**config.mk**
```make
export PLATFORM = sky130hd
export DESIGN_NAME = rank_engine
export DESIGN_NICKNAME = d
export VERILOG_FILES = /design/src/rtl/rank_pkg.sv /design/src/rtl/fallthrough_small_fifo.sv /design/src/rtl/flow_rank_table.sv /design/src/rtl/rank_engine.sv
export SDC_FILE = /design/constraint.sdc
export NUM_CORES = 2
export LEC_CHECK = 0
export BUFFER_PORTS_ARGS = -buffer_cell sky130_fd_sc_hd__buf_2
export CORE_MARGIN = 5
export CORE_UTILIZATION = 35
export DETAILED_ROUTE_END_ITERATION = 10
export GPL_ROUTABILITY_DRIVEN = 0
export REMOVE_ABC_BUFFERS = 1
export SLEW_MARGIN = 20
export SYNTH_ARGS = -nofsm -noshare
export SYNTH_HDL_FRONTEND = slang
export SYNTH_MEMORY_MAX_BITS = 65536
export SYNTH_SLANG_ARGS = --single-unit
```
**constraint.sdc**
```tcl
create_clock -name clk -period 27.9 [get_ports clk]
set_clock_uncertainty 0.2 [all_clocks]
set_input_delay 5.58 -clock clk [delete_from_list [all_inputs] [get_ports clk]]
set_output_delay 5.58 -clock clk [all_outputs]
set_load 0.01 [all_outputs]
```
**src/rtl/rank_pkg.sv**
```systemverilog
// rank_pkg: rank op codes and a saturating add shared by the rank engine files
package rank_pkg;
  localparam int STRICT_OP = 0;
  localparam int RR_OP = 1;
  localparam int WRR_OP = 2;
  localparam int NUM_RANK_OPS = 3;
  function automatic logic [31:0] sat_add(input logic [31:0] a, input logic [31:0] b, input logic [31:0] max);
    logic [32:0] s;
    s = {1'b0, a} + {1'b0, b};
    return (s > {1'b0, max}) ? max : s[31:0];
  endfunction
endpackage

```
**src/rtl/fallthrough_small_fifo.sv**
```systemverilog
// fallthrough_small_fifo: show-ahead FIFO (clk, rst, din/wr_en in, rd_en pop, dout head, empty, nearly_full at DEPTH-1)
module fallthrough_small_fifo #(
  parameter int WIDTH = 8,
  parameter int L2_DEPTH = 4
) (
  input  logic             clk,
  input  logic             rst,
  input  logic [WIDTH-1:0] din,
  input  logic             wr_en,
  input  logic             rd_en,
  output logic [WIDTH-1:0] dout,
  output logic             empty,
  output logic             nearly_full
);
  localparam int DEPTH = 2**L2_DEPTH;
  logic [WIDTH-1:0] mem [DEPTH];
  logic [L2_DEPTH-1:0] rd_ptr, wr_ptr;
  logic [L2_DEPTH:0] cnt;
  logic wr, rd;
  assign rd = rd_en && !empty;
  assign wr = wr_en && !cnt[L2_DEPTH];
  always_ff @(posedge clk)
    if (wr) mem[wr_ptr] <= din;
  always_ff @(posedge clk or posedge rst)
    if (rst) begin
      rd_ptr <= '0;
      wr_ptr <= '0;
      cnt <= '0;
    end else begin
      rd_ptr <= rd_ptr + L2_DEPTH'(rd);
      wr_ptr <= wr_ptr + L2_DEPTH'(wr);
      cnt <= cnt + (L2_DEPTH+1)'(wr) - (L2_DEPTH+1)'(rd);
    end
  assign dout = mem[rd_ptr];
  assign empty = cnt == '0;
  assign nearly_full = cnt >= (L2_DEPTH+1)'(DEPTH-1);
endmodule

```
**src/rtl/flow_rank_table.sv**
```systemverilog
// flow_rank_table: per-flow last-rank registers (clk, rst_n, flush clears all, we/idx/wdata write, rdata = comb read of idx)
module flow_rank_table #(
  parameter int L2_NUM_FLOWS = 2,
  parameter int RANK_WIDTH = 16
) (
  input  logic                    clk,
  input  logic                    rst_n,
  input  logic                    flush,
  input  logic                    we,
  input  logic [L2_NUM_FLOWS-1:0] idx,
  input  logic [RANK_WIDTH-1:0]   wdata,
  output logic [RANK_WIDTH-1:0]   rdata
);
  logic [RANK_WIDTH-1:0] tbl [2**L2_NUM_FLOWS];
  always_ff @(posedge clk or negedge rst_n)
    if (!rst_n) tbl <= '{default: '0};
    else if (flush) tbl <= '{default: '0};
    else if (we) tbl[idx] <= wdata;
  assign rdata = tbl[idx];
endmodule

```
**src/rtl/rank_engine.sv**
```systemverilog
// rank_engine: descriptor in (insert/meta/op/flowID/weight, busy), base_wr/base_in, flush; rank out (valid_out/remove/rank_out/meta_out), err_cnt
module rank_engine
  import rank_pkg::*;
#(
  parameter int FLOW_ID_WIDTH = 16,
  parameter int FLOW_WEIGHT_WIDTH = 8,
  parameter int L2_NUM_FLOWS = 2,
  parameter int RANK_CODE_BITS = 2,
  parameter int RANK_WIDTH = 16,
  parameter int META_WIDTH = 16,
  parameter int L2_FIFO_DEPTH = 6
) (
  input  logic                         clk,
  input  logic                         rst_n,
  output logic                         busy,
  input  logic                         insert,
  input  logic [META_WIDTH-1:0]        meta_in,
  input  logic [RANK_CODE_BITS-1:0]    rank_op_in,
  input  logic [FLOW_ID_WIDTH-1:0]     flowID_in,
  input  logic [FLOW_WEIGHT_WIDTH-1:0] flow_weight_in,
  input  logic                         base_wr,
  input  logic [RANK_WIDTH-1:0]        base_in,
  input  logic                         flush,
  input  logic                         remove,
  output logic                         valid_out,
  output logic [RANK_WIDTH-1:0]        rank_out,
  output logic [META_WIDTH-1:0]        meta_out,
  output logic [15:0]                  err_cnt
);
  localparam int MAX_NUM_FLOWS = 2**L2_NUM_FLOWS;
  localparam int IN_W = RANK_CODE_BITS + META_WIDTH + FLOW_ID_WIDTH + FLOW_WEIGHT_WIDTH;
  localparam logic [RANK_WIDTH-1:0] RANK_MAX = '1;
  logic bad_op, in_empty, out_empty, out_nf, pop, is_rr, is_wrr, oor;
  logic [RANK_CODE_BITS-1:0] op_fix, h_op;
  logic [META_WIDTH-1:0] h_meta;
  logic [FLOW_ID_WIDTH-1:0] h_flow;
  logic [FLOW_WEIGHT_WIDTH-1:0] h_wt, cost;
  logic [L2_NUM_FLOWS-1:0] idx;
  logic [RANK_WIDTH-1:0] base, rr_rd, wrr_rd, rr_start, wrr_start, rr_rank, wrr_rank, rank;
  logic [RANK_WIDTH+META_WIDTH-1:0] out_head;
  logic [1:0] err_inc;
  logic [16:0] err_sum;
  assign bad_op = 32'(rank_op_in) >= NUM_RANK_OPS;
  assign op_fix = bad_op ? RANK_CODE_BITS'(STRICT_OP) : rank_op_in;
  fallthrough_small_fifo #(.WIDTH(IN_W), .L2_DEPTH(L2_FIFO_DEPTH)) in_fifo (
    .clk(clk), .rst(~rst_n), .din({op_fix, meta_in, flowID_in, flow_weight_in}), .wr_en(insert),
    .rd_en(pop), .dout({h_op, h_meta, h_flow, h_wt}), .empty(in_empty), .nearly_full(busy)
  );
  assign pop = !in_empty && !out_nf;
  assign is_rr = h_op == RANK_CODE_BITS'(RR_OP);
  assign is_wrr = h_op == RANK_CODE_BITS'(WRR_OP);
  assign oor = h_flow >= FLOW_ID_WIDTH'(MAX_NUM_FLOWS);
  assign idx = h_flow[L2_NUM_FLOWS-1:0];
  assign cost = (h_wt == '0) ? FLOW_WEIGHT_WIDTH'(1) : h_wt;
  flow_rank_table #(.L2_NUM_FLOWS(L2_NUM_FLOWS), .RANK_WIDTH(RANK_WIDTH)) rr_tbl (
    .clk(clk), .rst_n(rst_n), .flush(flush), .we(pop && is_rr && !oor), .idx(idx), .wdata(rr_rank), .rdata(rr_rd)
  );
  flow_rank_table #(.L2_NUM_FLOWS(L2_NUM_FLOWS), .RANK_WIDTH(RANK_WIDTH)) wrr_tbl (
    .clk(clk), .rst_n(rst_n), .flush(flush), .we(pop && is_wrr && !oor), .idx(idx), .wdata(wrr_rank), .rdata(wrr_rd)
  );
  always_comb begin
    rr_start = (rr_rd > base) ? rr_rd : base;
    wrr_start = (wrr_rd > base) ? wrr_rd : base;
    rr_rank = RANK_WIDTH'(sat_add(32'(rr_start), 32'd1, 32'(RANK_MAX)));
    wrr_rank = RANK_WIDTH'(sat_add(32'(wrr_start), 32'(cost), 32'(RANK_MAX)));
    rank = ((is_rr || is_wrr) && oor) ? RANK_MAX : is_rr ? rr_rank : is_wrr ? wrr_rank : RANK_WIDTH'(h_flow);
  end
  fallthrough_small_fifo #(.WIDTH(RANK_WIDTH+META_WIDTH), .L2_DEPTH(L2_FIFO_DEPTH)) out_fifo (
    .clk(clk), .rst(~rst_n), .din({rank, h_meta}), .wr_en(pop), .rd_en(remove),
    .dout(out_head), .empty(out_empty), .nearly_full(out_nf)
  );
  assign valid_out = !out_empty;
  assign {rank_out, meta_out} = valid_out ? out_head : '0;
  assign err_inc = {1'b0, insert && bad_op} + {1'b0, pop && (is_rr || is_wrr) && oor};
  assign err_sum = {1'b0, err_cnt} + 17'(err_inc);
  always_ff @(posedge clk or negedge rst_n)
    if (!rst_n) begin
      base <= '0;
      err_cnt <= '0;
    end else begin
      base <= flush ? '0 : base_wr ? base_in : base;
      err_cnt <= err_sum[16] ? '1 : err_sum[15:0];
    end
endmodule

```
* Word-level counts from Yosys, hierarchy flattened
Memory sizes are Yosys's and may differ from the RTL's.
Cells that the tools add are included.
** Word-level totals
- Register bits after elaboration :: 198
- RAM bits :: 4736
- Input port bits :: 64
- Output and inout bits :: 50
- Memories kept :: 2
** Memory list
- in_fifo.mem :: depth 64, width 42, rd ports 1, clocked after Yosys merged registers in 0, write ports 1, line fallthrough_small_fifo.sv:16 : logic [WIDTH-1:0] mem [DEPTH];
- out_fifo.mem :: depth 64, width 32, rd ports 1, clocked after Yosys merged registers in 0, write ports 1, line fallthrough_small_fifo.sv:16
** Operators by class
- Add/sub/neg operators :: 12
- Magnitude comparators :: 10
- Eq/ne operators :: 2
- Muxes and demuxes :: 31
- Bitwise gates (word level) :: 1
- Reduce and logical (&&, ||, !) cells :: 27
** Operator list (number)
- $mux 64 :: 4
- $mux 16 :: 15
- $bwmux 64 :: 2
- $bmux 16 s2 :: 2
- $gt 17x16->1 const B :: 2
- $demux 16 s2 :: 1
- $gt 16x16->1 :: 2
- $mux 32 :: 1
- $add 6x1->6 :: 4
- $add 16x1->17 const B :: 1
- $add 16x2->17 :: 1
- $add 16x8->17 :: 1
- $ge 16x3->1 const B :: 1
- $add 7x1->7 :: 2
- $ge 7x6->1 const B :: 2
- $logic_and 1x1->1 :: 14
- $logic_not 7->1 :: 2
- $sub 7x1->7 :: 2
- $logic_not 8->1 :: 1
- $mux 8 :: 1
- $logic_not 1->1 :: 6
- $reduce_bool 2->1 :: 3
- $mux 1 :: 4
- $ge 3x3->1 const B :: 1
- other kinds (8) :: 8

* Depth between registers and ports, before layout
An unclocked memory read counts as a cell.
- Depth in word-level cells :: 13
- Gate-level depth with buffers :: 42

* Hierarchy
A second synthesis with hierarchy kept.
** Unflattened totals
- Cell total of the unflattened synthesis :: 8958
- Area total of the unflattened synthesis :: 193883.4 um2
** By module, submodules not included
- fallthrough_small_fifo at in_fifo :: instances 1, cells each 4432, area an instance 103374.1 um2, sequential area each 81192.9 um2
- fallthrough_small_fifo at out_fifo :: instances 1, cells each 3388, area an instance 79253.5 um2, sequential area each 61974.4 um2
- flow_rank_table :: instances 2, cells each 249, area an instance 3258.1 um2, sequential area each 1601.5 um2
- rank_engine :: instances 1, cells each 640, area an instance 4739.5 um2, sequential area each 800.8 um2

* Least setup slack after synthesis
Ideal clock, no wire load.
- Kind :: reg2reg
- From :: reg in_fifo.rd_ptr[2]
- To :: mem out_fifo.mem[0][27] in the netlist's numbering, data pin
- Setup time :: 569 ps
- Arrival time :: 9744 ps
- Required time :: 27131 ps
- Setup slack :: 17387 ps
- Cell stages (with the launch flop) :: 40
- Buffers on the path :: 10
- Clock period less this slack :: 10513 ps
- Cells stage by stage :: dfrtp_1 > clkbuf_1 > and3b_1 > a221o_1 > nor3_1 > nor3_1 > nor2_1 > buf_2 > buf_2 > buf_2 > clkbuf_1 > buf_1 > nand2_1 > and3_1 > a31oi_1 > ha_1 > a21o_1 > a21o_1 > [4 not listed] > buf_1 > mux2i_1 > ha_1 > inv_1 > fa_1 > inv_1 > a21oi_1 > o21bai_1 > a21o_1 > a21oi_1 > o21a_1 > a21oi_1 > and3_1 > clkbuf_1 > clkbuf_1 > nor2_1 > a21oi_1 > a2bb2oi_1
** On the way
- Cells in the longest elaborated chain, start to end :: 13
- Elaborated cells on any way between the ends :: 28
** RTL lines
- start, declared :: line fallthrough_small_fifo.sv:17 : logic [L2_DEPTH-1:0] rd_ptr, wr_ptr;
- start signal, assigned :: line fallthrough_small_fifo.sv:30 : rd_ptr <= rd_ptr + L2_DEPTH'(rd);
- $mem_v2 64x42 *
- $not 2->3 (not written as such) :: line flow_rank_table.sv:19 : assign rdata = tbl[idx];
- $bmux 16 s2 :: line flow_rank_table.sv:19
- $mux 16 (not written as such) (2 in series) :: line flow_rank_table.sv:19
- $gt 16x16->1 :: line rank_engine.sv:63 : wrr_start = (wrr_rd > base) ? wrr_rd : base;
- $mux 16 :: line rank_engine.sv:63
- $add 16x8->17 :: line rank_pkg.sv:9 : s = {1'b0, a} + {1'b0, b};
- $gt 17x16->1 :: line rank_pkg.sv:10 : return (s > {1'b0, max}) ? max : s[31:0];
- $mux 16 :: line rank_pkg.sv:10
- $mux 16 (2 in series) :: line rank_engine.sv:66 : rank = ((is_rr || is_wrr) && oor) ? RANK_MAX : is_rr ? rr_rank : is_wrr ? wrr_rank : RANK_WIDTH'(h_flow);
- $mux 16 * :: line rank_engine.sv:66
- named net out_fifo.din[27] :: line fallthrough_small_fifo.sv:8 : input logic [WIDTH-1:0] din,
- end, declared :: line fallthrough_small_fifo.sv:16
Mark *: on every way through the listed nets, which the timed path passes. The rest lies on a longest branch. The select of a mux whose other input is x is not followed.

* Final worst setup path
- From :: reg out_fifo.rd_ptr[0]
- To :: out rank_out[3]
** On the way
- Cells in the longest elaborated chain, start to end :: 2
** RTL lines
- start, declared :: line fallthrough_small_fifo.sv:17
- start signal, assigned :: line fallthrough_small_fifo.sv:30
- $mem_v2 64x32
- $mux 32 :: line rank_engine.sv:73 : assign {rank_out, meta_out} = valid_out ? out_head : '0;
- end, declared :: line rank_engine.sv:26 : output logic [RANK_WIDTH-1:0] rank_out,
Every way passes these cells.

==> qor.txt <==
FLOORPLAN
-------------------------------------------------------------------------------------------
Area of the core                                                               548,000 sq um
Die area                                                                       563,000 sq um
Placement Rows                                                                          272
Initial Util                                                                          35.0%
Height of the die                                                                    750 um
IO Pins                                                                                 114
Horiz. Die Dim                                                                       750 um

DETAILED ROUTING
-------------------------------------------------------------------------------------------
Vias per cell                                                                          5.62
Post-route antenna net violation count                                                    0
Routed wirelength normalized by instance count                                      31.7 um
Detailed Route WL                                                                517,000 um
DRT Pass-1 Iters                                                                          6
DRC Markers                                                                               0
Number of design-rule violations left by the first detailed-router iteration         11,000
Total vias in the final route                                                        91,700

SETUP PATH
-------------------------------------------------------------------------------------------
Count of cells along the worst register-to-register path                                 32
Path type of the worst setup path                                              flip-flop to primary output
Slowest cell on the critical path                                                     buf_4
Crit end category                                                              primary output
Worst path top cell family by delay                                            buffers and inverters
Required @ worst endpoint                                                          22.12 ns
Kind of launch point of the worst setup path                                      flip-flop
Largest fanout on the critical path                                                      53
Cell-by-cell listing of the critical path                                      buf_6 -> buf_4 -> buf_4 -> buf_4 -> buf_4 -> mux4_2 -> mux4_2 -> mux4_2 -> and2_1 -> buf_2
Crit path buffers/inverters                                                               6
Reg-to-Reg Start                                                               in_fifo.rd_ptr[2]
Slowest stage delay, CP                                                             0.83 ns
Endpoint of the worst-slack reg-to-reg timing path                             out_fifo.mem[16][21]
Data arrival at the endpoint of the critical path                                   7.70 ns
Worst-case register-to-register setup slack                                        16.43 ns
Most common cell on crit path                                                         buf_4

LAYOUT
-------------------------------------------------------------------------------------------
Fraction of final layout cells with drive strength greater than 1                     30.2%
Net total in the final layout                                                         8,789
Share of the core filled with cells                                                   39.9%
Number of standard cells in the final layout excluding fillers                       16,300
Signed area change from the synthesized netlist to the final layout                   13.8%

SYNTH
-------------------------------------------------------------------------------------------
Synth Cell Area                                                                192,000 sq um
Number of enable flip-flop cells after synthesis                                      4,736
Compound-gate portion of the synthesized area                                         1.29%
Commonest register cell after synthesis                                            edfxtp_1
Synth async-reset ratio                                                               4.01%
Post-synthesis adder-cell area fraction                                              0.563%
Yosys reg bits                                                                        4,934
Most common library cells after synthesis                                      edfxtp_1, mux4_2, clkbuf_1
Post-Syn Area per Cell                                                           23.2 sq um
Simple-gate area share of the yosys netlist                                           1.74%
Top cells by area, synth                                                       edfxtp_1, mux4_2, dfrtp_1
Sequential area share after synthesis                                                 76.7%
Mapped Cells                                                                          8,269
Number of library cell types mapped by synthesis                                         77
Multiplexer area fraction after synthesis                                             18.4%
Proportion of netlist area held by the largest area contributor                       74.1%
Combinational family with the most area after synthesis                        multiplexers
Synth warn                                                                                0
Most used standard cell by instance count after synthesis                          edfxtp_1
Biggest area consumer among synthesized cells                                      edfxtp_1
Xor/xnor share of the synthesized area                                               0.251%

GRT
-------------------------------------------------------------------------------------------
Vias in the first global route                                                       92,500
Total overflow reported by the global router                                              0
Number of antenna violations at the first check in global routing                        43
Total track usage                                                                     18.0%
Global-route wire length before repair                                           724,000 um
Largest net degree at the start of global routing                                       148

FLOW RUN
-------------------------------------------------------------------------------------------
Number of max-cap violations                                                              0

POWER
-------------------------------------------------------------------------------------------
Power per unit of standard cell area                                            124 nW/um^2
Static power due to leakage                                                         67.3 nW
Worst voltage drop across the vdd grid                                               427 uV

PLACE
-------------------------------------------------------------------------------------------
Number of buffer cells added on primary ports                                           113
Hpwl dp                                                                          266,000 um
Total instance count after detailed placement                                        15,400

CLOCKING
-------------------------------------------------------------------------------------------
Clock tree from TritonCTS                                                              done
Clock slew at the register clock pins of the worst setup and hold paths             0.07 ns
Post_cts resized                                                                          0
Buffer depth of the longest clock path                                                    4
Count of clock tree sinks                                                             4,934
H-tree depth                                                                              5
Cell chosen for the clock root                                                    clkbuf_16
Setup Buffers After CTS                                                                   0
Number of buffers created by CTS                                                        460
Clk Latency, worst-skew pair                                                        1.04 ns
Quantity of hold-fixing buffers added after cts                                           0

TIMING
-------------------------------------------------------------------------------------------
Worst-margin pin slew                                                               1.29 ns
Final Cycle Share                                                                     48.3%
Final worst path period need                                                       13.48 ns
Setup repair after global routing missed its margin                                      no
Final hold vios                                                                           0
Highest attainable clock frequency                                               0.0742 GHz
Hold_ws                                                                            0.290 ns
Setup_tns                                                                              0 ns
Setup Viol. Count Final                                                                   0
Max-slew violation count                                                                  0
Slew headroom                                                                         14.1%

WORST HOLD PATH
-------------------------------------------------------------------------------------------
WHS Endpoint                                                                   wrr_tbl.tbl[56]
Class of the tightest hold or removal check                                    flip-flop to flip-flop
Start point of the worst min-delay path                                        wrr_tbl.tbl[56]
Worst hold path cell count                                                                1

RUN STATUS
-------------------------------------------------------------------------------------------
Run status                                                                     complete, no violations

-- cell families after synthesis --
logic type | Yosys count
mux | 1625
fa+ha+maj | 84
xor+xnor | 55
buf+inv | 502
flops | 4934
simple gates | 704
compound gates | 365
-- per-stage QoR --
step	total power [mW]	instance area [sq um]	worst slack, ns
final	27.0	218000	14.42
after detailed placement	20.8	203000	14.55
after floorplan	20.6	190000	-9.60
after global placement	20.5	203000	14.69
after CTS	27.2	218000	13.44
after global routing	28.1	218000	13.73
-- where the power goes --
part	internal (mW)	switching, mW	leakage, nW
Sequential	10.8	0.262	45.1
Clock	3.59	2.76	7.39
Combinational	3.39	6.20	14.8
Total	17.8	9.23	67.3
-- state kept, by name (all words and copies together) (netlist names) --
| register | flops |
|---|---|
| base | 16 |
| err_cnt | 16 |
| in_fifo.cnt | 7 |
| in_fifo.mem | 2688 |
| in_fifo.rd_ptr | 6 |
| in_fifo.wr_ptr | 6 |
| out_fifo.cnt | 7 |
| out_fifo.mem | 2048 |
| out_fifo.rd_ptr | 6 |
| out_fifo.wr_ptr | 6 |
| rr_tbl.tbl | 64 |
| wrr_tbl.tbl | 64 |
-- worst max path at each step --
stage,startpoint,depth (start not counted),to
2_1_floorplan,in_fifo.rd_ptr[0],22,out_fifo.mem[0][20]
3_3_place_gp,out_fifo.rd_ptr[0],10,rank_out[3]
3_5_place_dp,out_fifo.rd_ptr[0],10,rank_out[3]
4_1_cts,out_fifo.rd_ptr[0],10,rank_out[3]
5_1_grt,out_fifo.rd_ptr[0],10,rank_out[3]
6_report,out_fifo.rd_ptr[0],10,rank_out[3]
-- cells in the final DEF, fill, tap and decap left out, types with 14 or more instances in the layout --
cell type	synthesis	layout
edfxtp_1	4736	4736
mux4_2	1524	1519
clkbuf_16	0	464
buf_4	3	222
nand2_1	204	204
dfrtp_1	198	186
nor2_4	0	129
clkbuf_1	236	105
buf_2	69	105
nor2_1	231	101
clkinv_1	0	96
mux2i_1	89	89
clkinv_2	0	89
ha_1	80	80
nand3_1	68	68
a21oi_1	71	67
o2bb2ai_1	64	64
inv_1	62	62
o21ai_0	56	55
bufinv_16	0	55
and2_1	39	39
o21ai_1	36	37
xnor2_1	30	30
xor2_1	25	25
and3_1	24	24
nor2b_1	24	22
a31oi_1	24	19
a21o_1	19	18
nor3_1	17	15
diode_2	0	14
a22o_1	14	14
nor4b_1	14	14
-- cell type report --
type	instances	area, sq um
Timing Repair Buffer	350	2640
Clock inverter	285	3050
Tap cell	7261	9080
Clock buffer	576	12100
Multi-Input combinational cell	2833	44000
Antenna cell	14	35.0
Inverter	62	233
Sequential cell	4934	147000
Fill cell	47400	329000
-- routing by layer --
| layer | GRT usage [%] | routed length [um] |
|---|---|---|
| met5 | 0 | 40 |
| met4 | 5.29 | 16500 |
| met3 | 3.19 | 42800 |
| met2 | 29.9 | 254000 |
| met1 | 24.4 | 204000 |
Power figures use the tool's default switching activity.
